**src/rtl/mem_refill_arbiter.sv**
```systemverilog
// mem_refill_arbiter
// Shares one backing-memory read port between NUM_REQ cache controllers.
// Requesters are granted one at a time in round-robin order. The returned
// line is broadcast on req_data and tagged with a one-hot req_data_valid.
// A per-transaction watchdog abandons a read whose response never arrives.
//
// State table
//   state   | meaning
//   IDLE    | no owner; arbitrate among pending requests
//   BUSY    | read outstanding at memory, mem_rd_en held high
//   RESP    | line delivered to the owner this cycle; release next
//
// Ports
//   clk             in   rising-edge clock
//   rst             in   asynchronous active-high reset
//   req_rd_en       in   per-requester level read request
//   req_addr        in   requester i address at [i*ADDR_WIDTH +: ADDR_WIDTH]
//   grant           out  one-hot owner of the memory port (zero when idle)
//   req_data        out  returned line, held until the next capture
//   req_data_valid  out  one-hot, one-cycle delivery strobe
//   mem_rd_en       out  memory read request, high from grant to response
//   mem_addr        out  address latched from the owner at grant
//   mem_data        in   memory read data
//   mem_data_valid  in   mem_data valid this cycle
//   timeout_err     out  one-cycle pulse when the watchdog abandons a read
module mem_refill_arbiter #(
  parameter int NUM_REQ    = 2,
  parameter int ADDR_WIDTH = 32,
  parameter int DATA_WIDTH = 64,
  parameter int TIMEOUT    = 255
) (
  input  logic                          clk,
  input  logic                          rst,
  input  logic [NUM_REQ-1:0]            req_rd_en,
  input  logic [NUM_REQ*ADDR_WIDTH-1:0] req_addr,
  output logic [NUM_REQ-1:0]            grant,
  output logic [DATA_WIDTH-1:0]         req_data,
  output logic [NUM_REQ-1:0]            req_data_valid,
  output logic                          mem_rd_en,
  output logic [ADDR_WIDTH-1:0]         mem_addr,
  input  logic [DATA_WIDTH-1:0]         mem_data,
  input  logic                          mem_data_valid,
  output logic                          timeout_err
);

  localparam int IDX_W = $clog2(NUM_REQ);
  // A zero TIMEOUT would give a zero-width counter; keep one bit so the
  // logic stays legal, the fire condition is gated off separately.
  localparam int CNT_W = (TIMEOUT > 0) ? $clog2(TIMEOUT + 1) : 1;
  localparam logic [CNT_W-1:0] WD_LAST = CNT_W'((TIMEOUT > 0) ? TIMEOUT - 1 : 0);
  localparam logic [CNT_W-1:0] WD_MAX  = {CNT_W{1'b1}};
  localparam logic [IDX_W-1:0] LAST_RST = IDX_W'(NUM_REQ - 1);

  typedef enum logic [1:0] {
    ST_IDLE,
    ST_BUSY,
    ST_RESP
  } state_t;

  state_t                 state, state_nxt;
  logic [IDX_W-1:0]       last, last_nxt;
  logic [CNT_W-1:0]       wd_cnt, wd_cnt_nxt;
  logic [NUM_REQ-1:0]     grant_nxt;
  logic [DATA_WIDTH-1:0]  req_data_nxt;
  logic [NUM_REQ-1:0]     req_data_valid_nxt;
  logic                   mem_rd_en_nxt;
  logic [ADDR_WIDTH-1:0]  mem_addr_nxt;
  logic                   timeout_err_nxt;

  logic                   hi_hit, any_hit;
  logic [IDX_W-1:0]       hi_idx, any_idx, winner;
  logic [ADDR_WIDTH-1:0]  win_addr;

  // Round-robin: the lowest pending index above last wins; failing that,
  // wrap around to the lowest pending index overall. Descending loops leave
  // the lowest matching index as the final assignment.
  always_comb begin
    hi_hit   = 1'b0;
    hi_idx   = '0;
    any_hit  = 1'b0;
    any_idx  = '0;
    win_addr = '0;
    for (int i = NUM_REQ - 1; i >= 0; i--) begin
      if (req_rd_en[i] && (IDX_W'(i) > last)) begin
        hi_hit = 1'b1;
        hi_idx = IDX_W'(i);
      end
      if (req_rd_en[i]) begin
        any_hit = 1'b1;
        any_idx = IDX_W'(i);
      end
    end
    winner = hi_hit ? hi_idx : any_idx;
    for (int i = 0; i < NUM_REQ; i++) begin
      if (IDX_W'(i) == winner) begin
        win_addr = req_addr[i*ADDR_WIDTH +: ADDR_WIDTH];
      end
    end
  end

  always_comb begin
    state_nxt          = state;
    last_nxt           = last;
    wd_cnt_nxt         = wd_cnt;
    grant_nxt          = grant;
    req_data_nxt       = req_data;
    req_data_valid_nxt = '0;
    mem_rd_en_nxt      = mem_rd_en;
    mem_addr_nxt       = mem_addr;
    timeout_err_nxt    = 1'b0;

    case (state)
      ST_IDLE: begin
        if (any_hit) begin
          grant_nxt         = '0;
          grant_nxt[winner] = 1'b1;
          mem_addr_nxt      = win_addr;
          mem_rd_en_nxt     = 1'b1;
          last_nxt          = winner;
          wd_cnt_nxt        = '0;
          state_nxt         = ST_BUSY;
        end
      end
      ST_BUSY: begin
        // Data arriving on the firing cycle takes priority over the watchdog.
        if (mem_data_valid) begin
          req_data_nxt       = mem_data;
          req_data_valid_nxt = grant;
          mem_rd_en_nxt      = 1'b0;
          state_nxt          = ST_RESP;
        end else if ((TIMEOUT != 0) && (wd_cnt == WD_LAST)) begin
          grant_nxt       = '0;
          mem_rd_en_nxt   = 1'b0;
          timeout_err_nxt = 1'b1;
          state_nxt       = ST_IDLE;
        end else if (wd_cnt != WD_MAX) begin
          wd_cnt_nxt = wd_cnt + 1'b1;
        end
      end
      ST_RESP: begin
        grant_nxt = '0;
        state_nxt = ST_IDLE;
      end
      default: begin
        grant_nxt     = '0;
        mem_rd_en_nxt = 1'b0;
        state_nxt     = ST_IDLE;
      end
    endcase
  end

  always_ff @(posedge clk or posedge rst) begin
    if (rst) begin
      state          <= ST_IDLE;
      last           <= LAST_RST;
      wd_cnt         <= '0;
      grant          <= '0;
      req_data       <= '0;
      req_data_valid <= '0;
      mem_rd_en      <= 1'b0;
      mem_addr       <= '0;
      timeout_err    <= 1'b0;
    end else begin
      state          <= state_nxt;
      last           <= last_nxt;
      wd_cnt         <= wd_cnt_nxt;
      grant          <= grant_nxt;
      req_data       <= req_data_nxt;
      req_data_valid <= req_data_valid_nxt;
      mem_rd_en      <= mem_rd_en_nxt;
      mem_addr       <= mem_addr_nxt;
      timeout_err    <= timeout_err_nxt;
    end
  end

endmodule

```
**config.mk**
```make
export PLATFORM = sky130hd
export DESIGN_NAME = mem_refill_arbiter
export DESIGN_NICKNAME = d
export VERILOG_FILES = /design/src/rtl/mem_refill_arbiter.sv
export SDC_FILE = /design/constraint.sdc
export NUM_CORES = 1
export LEC_CHECK = 0
export CORE_MARGIN = 4
export CORE_UTILIZATION = 41
export DETAILED_ROUTE_END_ITERATION = 12
export PLACE_DENSITY_LB_ADDON = 0.08
export SYNTH_ARGS = -nofsm -noshare
export SYNTH_HDL_FRONTEND = slang
export SYNTH_SLANG_ARGS = --single-unit
export TNS_END_PERCENT = 50
```
**constraint.sdc**
```tcl
create_clock -name clk -period 4.7 [get_ports clk]
set_input_delay 0.47 -clock clk [delete_from_list [all_inputs] [get_ports clk]]
set_output_delay 0.47 -clock clk [all_outputs]
set_load 0.005 [all_outputs]
```
# ---- Word-level counts from Yosys, hierarchy flattened
# Index checks and enable logic that the tools add are counted.
dict set report word_totals {
  elab_cells 67
  in_bits 133
  regBits 113
}
dict set report op_classes {
  bitwise_logic 1
  n_eq_ne 10
  reduce_logical 11
  add_sub_neg 1
  muxes 31
  magnitude_cmp 4
}
# op n
set op_table {}
lappend op_table {{two-way mux 32 bit} 1}
lappend op_table {{two-way mux 8 bit} 4}
lappend op_table {{case mux 8 bit (2 select lines)} 1}
lappend op_table {{two-way mux 1 bit} 14}
lappend op_table {{two-way mux 2 bit} 7}
lappend op_table {{inequality test 2 bit, second input constant} 5}
lappend op_table {{adder 8 x 1 -> 8 bit, second input constant} 1}
lappend op_table {{equality test 8 bit, second input constant} 1}
lappend op_table {{inequality test 8 bit, second input constant} 1}
lappend op_table {{case mux 2 bit (2 select lines)} 2}
lappend op_table {{AND reduction 2 bit} 3}
lappend op_table {{AND reduction 3 bit} 2}
lappend op_table {{AND reduction 5 bit} 1}
lappend op_table {{logical AND 1 bit} 3}
lappend op_table {{inequality test 3 bit, second input constant} 1}
lappend op_table {{case mux 1 bit (3 select lines)} 1}
lappend op_table {{equality test 2 x 1 -> 1 bit, second input constant} 1}
lappend op_table {{equality test 2 bit, second input constant} 1}
lappend op_table {{greater-than comparator 1 bit, first input constant} 2}
lappend op_table {{logical NOT 2 bit} 1}
lappend op_table {{< comparator 1 x 2 -> 1 bit, second input constant} 1}
lappend op_table {{nonzero test 2 bit} 1}
lappend op_table {{demux 1 bit (select 1 bit)} 1}
lappend op_table {{greater-or-equal comparator 1 bit, second input constant} 1}
lappend op_table {{NOT 1 bit} 1}

# ---- Depth between registers and ports, before layout
# Gate-level depths: netlist (run 1).
dict set report logic_depth {
  depth_word 11
  depth_mapped 8
}

# ---- Worst setup path after synthesis (run 1)
# OpenSTA, ideal clock, no wires.
dict set report synth_timing {
  path_kind {reg-to-reg}
  startpoint {reg wd_cnt[0]}
  endpoint {reg wd_cnt[7]}
  stages_incl_launch_ff 6
  n_path_buf 0
  arrival_time_ns 1.393
  path_slack_ns 3.183
  cell_sequence {dfrtp_1 ha_1 nor2_1 nor3_2 a21o_1 a211o_1}
}
dict set report synth_via {
  elab_chain_cells 5
  word_cells_on_any_way 10
}
# element line
set synth_lines {}
lappend synth_lines {{start, declared} 62} ;# logic [CNT_W-1:0] wd_cnt, wd_cnt_nxt;
lappend synth_lines {{start signal, assigned} 166} ;# wd_cnt <= wd_cnt_nxt;
lappend synth_lines {{adder 8 x 1 -> 8 bit} 137} ;# wd_cnt_nxt = wd_cnt + 1'b1;
lappend synth_lines {{two-way mux 8 bit} 136} ;# end else if (wd_cnt != WD_MAX) begin
lappend synth_lines {{two-way mux 8 bit} 131} ;# end else if ((TIMEOUT != 0) && (wd_cnt == WD_LAST)) begin
lappend synth_lines {{two-way mux 8 bit} 126} ;# if (mem_data_valid) begin
lappend synth_lines {{case mux 8 bit (2 select lines)} 112} ;# case (state)
# Several ways; a longest one is shown, not always the timed one. The select of a mux whose other input is x is not followed.
# A chain may end at the register's enable or synchronous reset.

# ---- Worst setup path after layout (run 1)
dict set report layout_timing {
  startpoint {reg state[0]}
  endpoint {reg req_data[33]}
}
dict set report layout_via {
  elab_chain_cells 2
}
# element line
set layout_lines {}
lappend layout_lines {{start, declared} 60} ;# state_t state, state_nxt;
lappend layout_lines {{start signal, assigned} 164} ;# state <= state_nxt;
lappend layout_lines {{equality test 2 x 1 -> 1 bit} 112}
lappend layout_lines {{AND reduction 2 bit (no source line)} --}
lappend layout_lines {{end signal, assigned} 168} ;# req_data <= req_data_nxt;
lappend layout_lines {{end, declared} 37} ;# output logic [DATA_WIDTH-1:0] req_data,
# Every way passes these cells.

==> qor.csv, run 1 <==
stage;metric;value;unit
route;Initial DRC Count;186;
cells_and_area;Layout area overhead;62.2;%
floorplan;num rows;39;
sta;Setup TNS;0;ns
yosys;async set or reset register ratio after synthesis;100;%
pwr;PD cells;608;nW/um^2
sta;Tightest Pin Transition;1.08;ns
global_routing;largest net degree at the start of global routing;66;
placement;Placed Cells;857;
yosys;Mapped Area;4780;um^2
clock_tree;CTS root buffer;clkbuf_16;
worst_setup_path;Startpoint Class;flop;
route;drt pass-1 iters;6;
worst_setup_path;worst path cell trace;nor2b_4, nand2_2, buf_4, inv_2, nand2_1, nand2_1;
run;max-cap viol count;0;
yosys;Yosys top cell area share;58.6;%
route;post-route ant nets;0;
cells_and_area;fin nets;868;
route;Post-Route WL;13300;um
clock_tree;Max clock buf depth;2;
clock_tree;CTS Hold Bufs;0;
clock_tree;clk sinks;113;
global_routing;Total Routing Usage GR;19.9;%
pwr;Leak;3.61;nW
clock_tree;H-tree depth;4;
route;WL met3;1520;um
clock_tree;Clk pin slew, worst setup/hold paths;0.05;ns
sta;RSZ-0062 raised after global routing;false;
route;DRC Markers;0;
route;Vias/cell;4.77;
sta;# setup viols final;0;
yosys;average size of a mapped cell;9.50;um^2
worst_setup_path;Slowest-stage cell, CP;inv_2;
yosys;Seq/Total Area, Yosys;59.2;%
yosys;synthesized net count;638;
sta;Fmax;0.404;GHz
worst_setup_path;Critical Path End Type;flop;
placement;port buffer count;234;
global_routing;first-pass GRT wire length;20900;um
floorplan;DIE WIDTH;116;um
worst_setup_path;Most common cell on crit path;nand2_1;
sta;Fin Clk Skew;0.00865;ns
floorplan;Placeable Area;11400;um^2
clock_tree;clk_lat worst skew;0.40;ns
clock_tree;Post CTS Setup Buffer Count;0;
route;vias;4228;
hold_path;Hold Path Class;input port to async pin;
floorplan;Die ar.;13500;um^2
sta;max-slew violations;0;
yosys;YS warnings;0;
placement;RePlAce Congestion;0.829;
floorplan;initial core utilization;41.9;%
placement;dpl cell area;7200;um^2
sta;relative slew slack;28.2;%
worst_setup_path;critical path type;flop to flop;
cells_and_area;fin area;7760;um^2
worst_setup_path;CP top delay family;buffers and inverters;
sta;Final period util;52.7;%
floorplan;I/O Pins;235;
global_routing;vias in the first global route;4323;
yosys;Synth Register Bits;113;
floorplan;Die Height;116;um
placement;DP Wirelength;9730;um
route;wl on met1;5100;um
yosys;number of enable flip-flop cells after synthesis;0;
pwr;Final Power;4.71;mW
route;WL met2;6580;um
yosys;dominant cells by area after synthesis;dfrtp_1 (59%), nand2_1 (16%), mux2i_1 (6.7%);
clock_tree;post_cts resized;0;
yosys;post-synth cell types;38;
worst_setup_path;Arr. time, crit path;2.81;ns
clock_tree;clock buffer count from CTS;17;
clock_tree;CTS tree;done;
sta;Tmin final;2.47;ns
route;highest metal used;met4;
outcome;status;finished, final reports clean;
cells_and_area;diodes inserted;0;
yosys;largest area contributor in the netlist;dfrtp_1;
worst_setup_path;CP required;5.04;ns
cells_and_area;Finished Layout Cells;887;
cells_and_area;layout cell share with drive strength beyond 1;5.78;%
yosys;main flop type after synthesis;dfrtp_1;
worst_setup_path;CP Max Fanout;65;
sta;count of final hold-check violations;0;
worst_setup_path;Buf+Inv Stages, Crit Path;2;
global_routing;grt total ovfl;0;
worst_setup_path;CP peak stage delay;0.86;ns
yosys;cell count after synthesis;503;
pwr;IR drop worst, VDD;0.000299;V
route;WL per Instance;15.0;um
global_routing;initial antenna violation count;0;
## synthesized netlist by cell type (3+ instances only)
cell / instances
and3_1: 3
a21oi_1: 36
mux2i_1: 32
clkbuf_1: 3
buf_2: 17
inv_1: 4
nand2_1: 200
nor2_1: 39
dfrtp_1: 112
a21o_1: 4
buf_6: 4
nor3_1: 4
nand3_1: 5
buf_1: 3
o21ai_0: 6
## where the power goes
group / leakage, nW / total, mW / switching [mW] / internal [mW]
registers: 1.37 / 1.68 / 0.263 / 1.41
clock network: 0.276 / 1.19 / 0.399 / 0.795
logic: 1.97 / 1.84 / 0.782 / 1.06
## per-layer routing
layer / track usage (%) / vias to the layer above
li1: - / 2097
met1: 23.1 / 1949
met3: 9.40 / 11
met5: 0 / -
met4: 7.19 / 0
met2: 32.5 / 171
## cell families after synthesis
group                    share of synthesized area (%)
AND/OR/NAND/NOR                                   23.1
flip-flops                                        59.2
AO/OA/AOI/OAI                                     6.54
buffers and inverters                             3.61
multiplexers                                      6.70
XOR/XNOR                                         0.366
adder cells (fa/ha/maj)                          0.523
## area by class of cell
class	instances	area (um^2)
Fill cell	956	3660
Sequential cell	113	2830
Timing Repair Buffer	239	2380
Multi-Input combinational cell	358	1800
Clock buffer	23	468
Tap cell	143	179
Clock inverter	7	85.1
Inverter	4	17.5
## sequential cells by signal, summed over array words and instances (netlist names)
signal,flops
req_data,64
mem_addr,32
wd_cnt,8
grant,2
req_data_valid,2
state,2
last,1
mem_rd_en,1
timeout_err,1
## through the flow
stage                     utilization (%)  setup WS, ns  hold WS, ns
after floorplan                         -          1.24        0.470
after global placement               63.1          2.02        0.456
after detailed placement             63.1          1.93        0.462
after CTS                            67.9          2.24        0.435
after global routing                 67.9          2.04        0.458
final                                67.9          2.23        0.426
## layout by cell type, fill, tap and decap left out, types with 2 or more instances in the layout
cell               n
a21oi_1           36
clkbuf_16         17
nor2_1            39
inv_1              2
clkinv_2           5
nor3_2             3
nor3_1             3
clkbuf_8           2
a21o_1             4
clkbuf_1           4
bufinv_16          2
mux2i_1           32
and4b_1            2
and3_1             3
o2bb2ai_1          2
clkdlybuf4s50_1  234
nand2b_1           2
o21ai_0            6
a211o_1            2
nand3_1            5
xor2_1             2
nand2_1          199
dfrtp_1          112
buf_4              5
nand4_1            2
ha_1               2
## final timing paths
path	startpoint	slack [ns]	end	cells after the start
hold reg to reg	req_data[60]	0.47	req_data[60]	2
setup / recovery	state[0]	2.23	req_data[33]	6
setup reg to reg	state[0]	2.23	req_data[33]	6
max in group asynchronous	rst	3.35	req_data[16]	3
hold / removal	rst	0.43	mem_addr[26]	2
min in group clk	req_data[60]	0.47	req_data[60]	2
Power figures use the tool's default switching activity.
==> inputs of run 2 (changes only) <==
Settings changed: CORE_UTILIZATION 41 to 37.
Clock period 4.7 ns to 2.17 ns, I/O delays scaled along.
==> run 2 against run 1 <==
Effect of this change:
- clock power is 110% higher
- final area is 1.4% higher
- non-clock buffer count is 4 higher
- critical path depth is 1 lower
- global-route usage is 0.99 points lower
- final cell count is 3.9% higher
- utilization is 5.6 points lower
- critical path type unchanged
- largest cell class unchanged
==> qor.csv, run 2 (same netlist as run 1, synthesis figures left out) <==
stage;metric;value;unit
pwr;Final Power;10.2;mW
route;Vias/cell;4.66;
cells_and_area;Layout area overhead;64.4;%
clock_tree;clock buffer count from CTS;17;
route;WL per Instance;15.2;um
placement;pre-CTS setup slack;0.280;ns
route;Post-Route WL;14100;um
clock_tree;CTS root buffer;clkbuf_16;
clock_tree;Max clock buf depth;2;
placement;dpl cell area;7320;um^2
worst_setup_path;CP required;2.45;ns
sta;# setup viols final;0;
cells_and_area;fin nets;872;
cells_and_area;commonest non-fill, non-tap cells in the layout;clkdlybuf4s50_1 (234), nand2_1 (199), dfrtp_1 (112);
clock_tree;CTS Hold Bufs;0;
floorplan;Placeable Area;12600;um^2
sta;max-slew violations;0;
floorplan;num rows;41;
floorplan;DIE WIDTH;122;um
floorplan;Die ar.;14800;um^2
placement;Placed Cells;890;
global_routing;Total Routing Usage GR;18.9;%
sta;Fmax;0.584;GHz
clock_tree;CTS tree;done;
route;DRC Markers;0;
worst_setup_path;RR Endpoint;wd_cnt[7];
worst_setup_path;CP peak stage delay;0.43;ns
worst_setup_path;Startpoint Class;flop;
placement;RePlAce Congestion;0.793;
placement;DP Wirelength;10200;um
clock_tree;clk_lat worst skew;0.41;ns
clock_tree;clk sinks;113;
sta;Fin Clk Skew;0.00883;ns
hold_path;Hold Path Class;input port to async pin;
sta;worst setup margin;0.459;ns
route;post-route ant nets;0;
worst_setup_path;launching point of the worst reg2reg path;wd_cnt[0];
worst_setup_path;end point of the critical path;wd_cnt[7];
clock_tree;Post CTS Setup Buffer Count;0;
global_routing;largest net degree at the start of global routing;65;
cells_and_area;Finished Layout Cells;922;
cells_and_area;top flop regs;req_data x64, mem_addr x32, wd_cnt x8;
global_routing;initial antenna violation count;0;
cells_and_area;commonest non-fill, non-tap cell in the layout;clkdlybuf4s50_1;
worst_setup_path;Critical Path End Type;flop;
worst_setup_path;reg-to-reg slack, setup;0.46;ns
floorplan;I/O Pins;235;
sta;Final period util;78.8;%
cells_and_area;max reg flops;64;
outcome;status;finished, final reports clean;
floorplan;Die Height;122;um
sta;Tightest Pin Transition;0.472;ns
cells_and_area;fin util;62.3;%
placement;port buffer count;234;
cells_and_area;fin area;7860;um^2
sta;hold slack;0.122;ns
route;vias;4301;
run;max-cap viol count;0;
global_routing;first-pass GRT wire length;21800;um
pwr;PD cells;1300;nW/um^2
sta;Tmin final;1.71;ns
sta;relative slew slack;68.3;%
worst_setup_path;critical path type;flop to flop;
sta;count of final hold-check violations;0;
worst_setup_path;CP Launch Point;wd_cnt[0];
worst_setup_path;worst reg-to-reg path cell count;5;
pwr;IR drop worst, VDD;0.000555;V
clock_tree;post_cts resized;0;
floorplan;initial core utilization;37.9;%
pwr;Leak;3.65;nW
route;drt pass-1 iters;4;
cells_and_area;layout cell share with drive strength beyond 1;6.67;%
global_routing;vias in the first global route;4328;
worst_setup_path;Slowest-stage cell, CP;dfrtp_1;
global_routing;grt total ovfl;0;
clock_tree;H-tree depth;4;
route;Initial DRC Count;179;
worst_setup_path;worst path cell trace;ha_1, nor2_1, nor3_2, a21o_1, a211o_1;
cells_and_area;Largest Register;req_data;
clock_tree;Clk pin slew, worst setup/hold paths;0.05;ns
sta;Setup TNS;0;ns
sta;RSZ-0062 raised after global routing;false;
cells_and_area;diodes inserted;0;
worst_setup_path;Arr. time, crit path;1.99;ns
worst_setup_path;CP Max Fanout;6;
==> run 2: how the worst min path moves through the flow <==
stage,from,cells past startpoint,end,slack (ns)
finish,rst,2,mem_addr[26],0.12
global route,rst,2,mem_addr[26],0.12
CTS,rst,2,mem_addr[26],0.10
detailed placement,req_data[16],2,req_data[16],0.46
global placement,req_data[6],2,req_data[6],0.46
floorplan,mem_data[0],2,req_data[0],0.32
==> run 2: critical path: cells and delay by family (launching register included) <==
family | cells | cell delay (ns)
adder cells (fa/ha/maj) | 1 | 0.27
AO/OA/AOI/OAI | 2 | 0.55
flip-flops | 1 | 0.43
AND/OR/NAND/NOR | 2 | 0.34
==> run 2: layout make-up <==
cell class | instances | area [um^2]
clock inverters | 7 | 35.0
fillers | 1118 | 4760
multi-input cells | 358 | 1800
clock buffers | 25 | 505
repair buffers | 243 | 2460
flip-flops and latches | 113 | 2830
well taps | 172 | 215
inverters | 4 | 18.8
==> run 2: layer usage <==
metal	up-vias	part of all wire (%)	track usage [%]	wire length, um
met4	0	1.5	7.91	210
li1	2100	-	-	-
met5	-	0	0	0
met3	17	11	9.70	1510
met1	2002	39	20.7	5520
met2	182	49	31.1	6820
==> run 2: where the power goes <==
| group | internal [mW] | switching (mW) | total, mW | leakage, nW |
|---|---|---|---|---|
| clock network | 1.59 | 0.915 | 2.51 | 0.276 |
| registers | 3.06 | 0.553 | 3.61 | 1.37 |
| logic | 2.35 | 1.73 | 4.08 | 2.00 |
==> inputs of run 3 (changes only) <==
Clock period 2.17 ns to 1.5 ns, I/O delays scaled along.
==> run 3 against run 2 <==
Effect of this change:
- critical path type unchanged
- hold slack better by 0.066 ns
- setup slack got worse by 0.41 ns
- sequential power is 45% higher
- clock skew decreased by 0.0026 ns
- clock power grew 57%
- power rose by 54%
- register-to-register slack got worse by 0.41 ns
- via count increased by 2.4%
- sequential share of layout area down 1.5 points
- final cell count grew 2.4%
==> qor.csv, run 3 (same netlist as run 1, synthesis figures left out) <==
stage;metric;value;unit
clock_tree;Clk pin slew, worst setup/hold paths;0.05;ns
floorplan;I/O Pins;235;
placement;Placed Cells;906;
route;Vias/cell;4.67;
outcome;status;finished, final reports clean;
worst_setup_path;critical path type;flop to flop;
sta;worst setup margin;0.0450;ns
pwr;Leak;3.88;nW
route;drt pass-1 iters;4;
sta;# setup viols final;0;
floorplan;Die Height;122;um
cells_and_area;# fillers;1072;
clock_tree;CTS tree;done;
pwr;IR drop worst, VDD;0.00100;V
cells_and_area;Finished Layout Cells;944;
global_routing;grt total ovfl;0;
placement;dpl cell area;7480;um^2
route;WL per Instance;15.6;um
clock_tree;CTS Hold Bufs;0;
floorplan;num rows;41;
worst_setup_path;RR Endpoint;wd_cnt[7];
cells_and_area;top flop regs;req_data x64, mem_addr x32, wd_cnt x8;
worst_setup_path;Critical Path End Type;flop;
global_routing;Total Routing Usage GR;19.2;%
global_routing;first-pass GRT wire length;22400;um
sta;relative slew slack;73.5;%
worst_setup_path;Arr. time, crit path;1.74;ns
worst_setup_path;worst reg-to-reg path cell count;6;
floorplan;Die ar.;14800;um^2
cells_and_area;commonest non-fill, non-tap cell in the layout;clkdlybuf4s50_1;
worst_setup_path;CP required;1.79;ns
cells_and_area;Largest Register;req_data;
sta;count of final hold-check violations;0;
sta;Tmin final;1.46;ns
cells_and_area;fin nets;894;
pwr;PD cells;1910;nW/um^2
clock_tree;Max clock buf depth;2;
global_routing;initial antenna violation count;0;
pwr;Final Power;15.7;mW
placement;RePlAce Congestion;0.894;
route;Initial DRC Count;228;
route;Post-Route WL;14700;um
sta;Fin Clk Skew;0.00620;ns
sta;Final period util;97.0;%
route;DRC Markers;0;
floorplan;DIE WIDTH;122;um
floorplan;Placeable Area;12600;um^2
cells_and_area;fin area;8230;um^2
clock_tree;H-tree depth;4;
global_routing;largest net degree at the start of global routing;73;
clock_tree;CTS root buffer;clkbuf_16;
cells_and_area;diodes inserted;0;
sta;max-slew violations;0;
worst_setup_path;Startpoint Class;flop;
global_routing;vias in the first global route;4430;
placement;pre-CTS setup slack;-0.271;ns
worst_setup_path;reg-to-reg slack, setup;0.04;ns
sta;RSZ-0062 raised after global routing;true;
cells_and_area;Layout area overhead;72.2;%
cells_and_area;layout cell share with drive strength beyond 1;10.5;%
sta;Tightest Pin Transition;0.397;ns
clock_tree;clock buffer count from CTS;17;
hold_path;Hold Path Class;input port to async pin;
clock_tree;clk_lat worst skew;0.40;ns
run;max-cap viol count;0;
route;post-route ant nets;0;
cells_and_area;commonest non-fill, non-tap cells in the layout;clkdlybuf4s50_1 (228), nand2_1 (199), dfrtp_1 (107);
floorplan;initial core utilization;37.9;%
cells_and_area;fin util;65.2;%
cells_and_area;max reg flops;64;
worst_setup_path;CP Max Fanout;3;
worst_setup_path;launching point of the worst reg2reg path;wd_cnt[0];
clock_tree;clk sinks;113;
sta;Fmax;0.687;GHz
route;vias;4404;
placement;port buffer count;234;
placement;DP Wirelength;10300;um
-- run 3: routing by layer --
metal / vias to the layer above / GRT usage [%] / routed length [um]
met3: 20 / 9.01 / 1460
met1: 2049 / 23.0 / 6010
met5: - / 0 / 0
met4: 0 / 7.07 / 273
li1: 2144 / - / -
met2: 191 / 30.5 / 6970
-- run 3: timing repair --
action                     in CTS  in global routing
setup buffers                   1                  2
setup endpoints to repair       3                 44
cloned                          0                  3
gates resized for setup         1                 26
pin swaps                       3                  5
-- run 3: stage by stage --
stage / TNS [ns] / hold WS [ns]
floorplan: -2.33 / 0.255
global placement: -5.31 / 0.457
detailed placement: -6.66 / 0.462
CTS: 0 / 0.180
global route: -0.0627 / 0.207
finish: 0 / 0.188
-- run 3: area by class of cell --
cell class,instances,area [um^2],area share [%]
sequential,113,2840,34.4
timing repair buffer,265,2710,33.0
multi-input combinational,358,1860,22.6
clock buffer,27,513,6.23
tap,172,215,2.61
clock inverter,5,75.1,0.912
inverter,4,18.8,0.228
-- run 3: how the worst max path moves through the flow --
stage	end	slack, ns	from	cells after the start
final	wd_cnt[7]	0.04	wd_cnt[0]	6
after global routing	grant[0]	-0.02	wd_cnt[1]	6
after CTS	wd_cnt[7]	0.006	wd_cnt[1]	5
after detailed placement	wd_cnt[7]	-0.27	req_rd_en[1]	5
after global placement	wd_cnt[7]	-0.21	req_rd_en[1]	5
after floorplan	grant[0]	-0.02	rst	1
-- run 3: worst max-delay path: stages (launching register included) --
cell and delay [ns]:
dfrtp_2 0.43, inv_2 0.08, ha_4 0.15, nor2_4 0.05, nor3_4 0.14, and4b_1 0.22
a211o_1 0.27
-- run 3: power by group --
group	internal (mW)	total [mW]	switching, mW
logic	3.79	6.53	2.74
registers	4.44	5.23	0.794
clock network	2.65	3.95	1.30
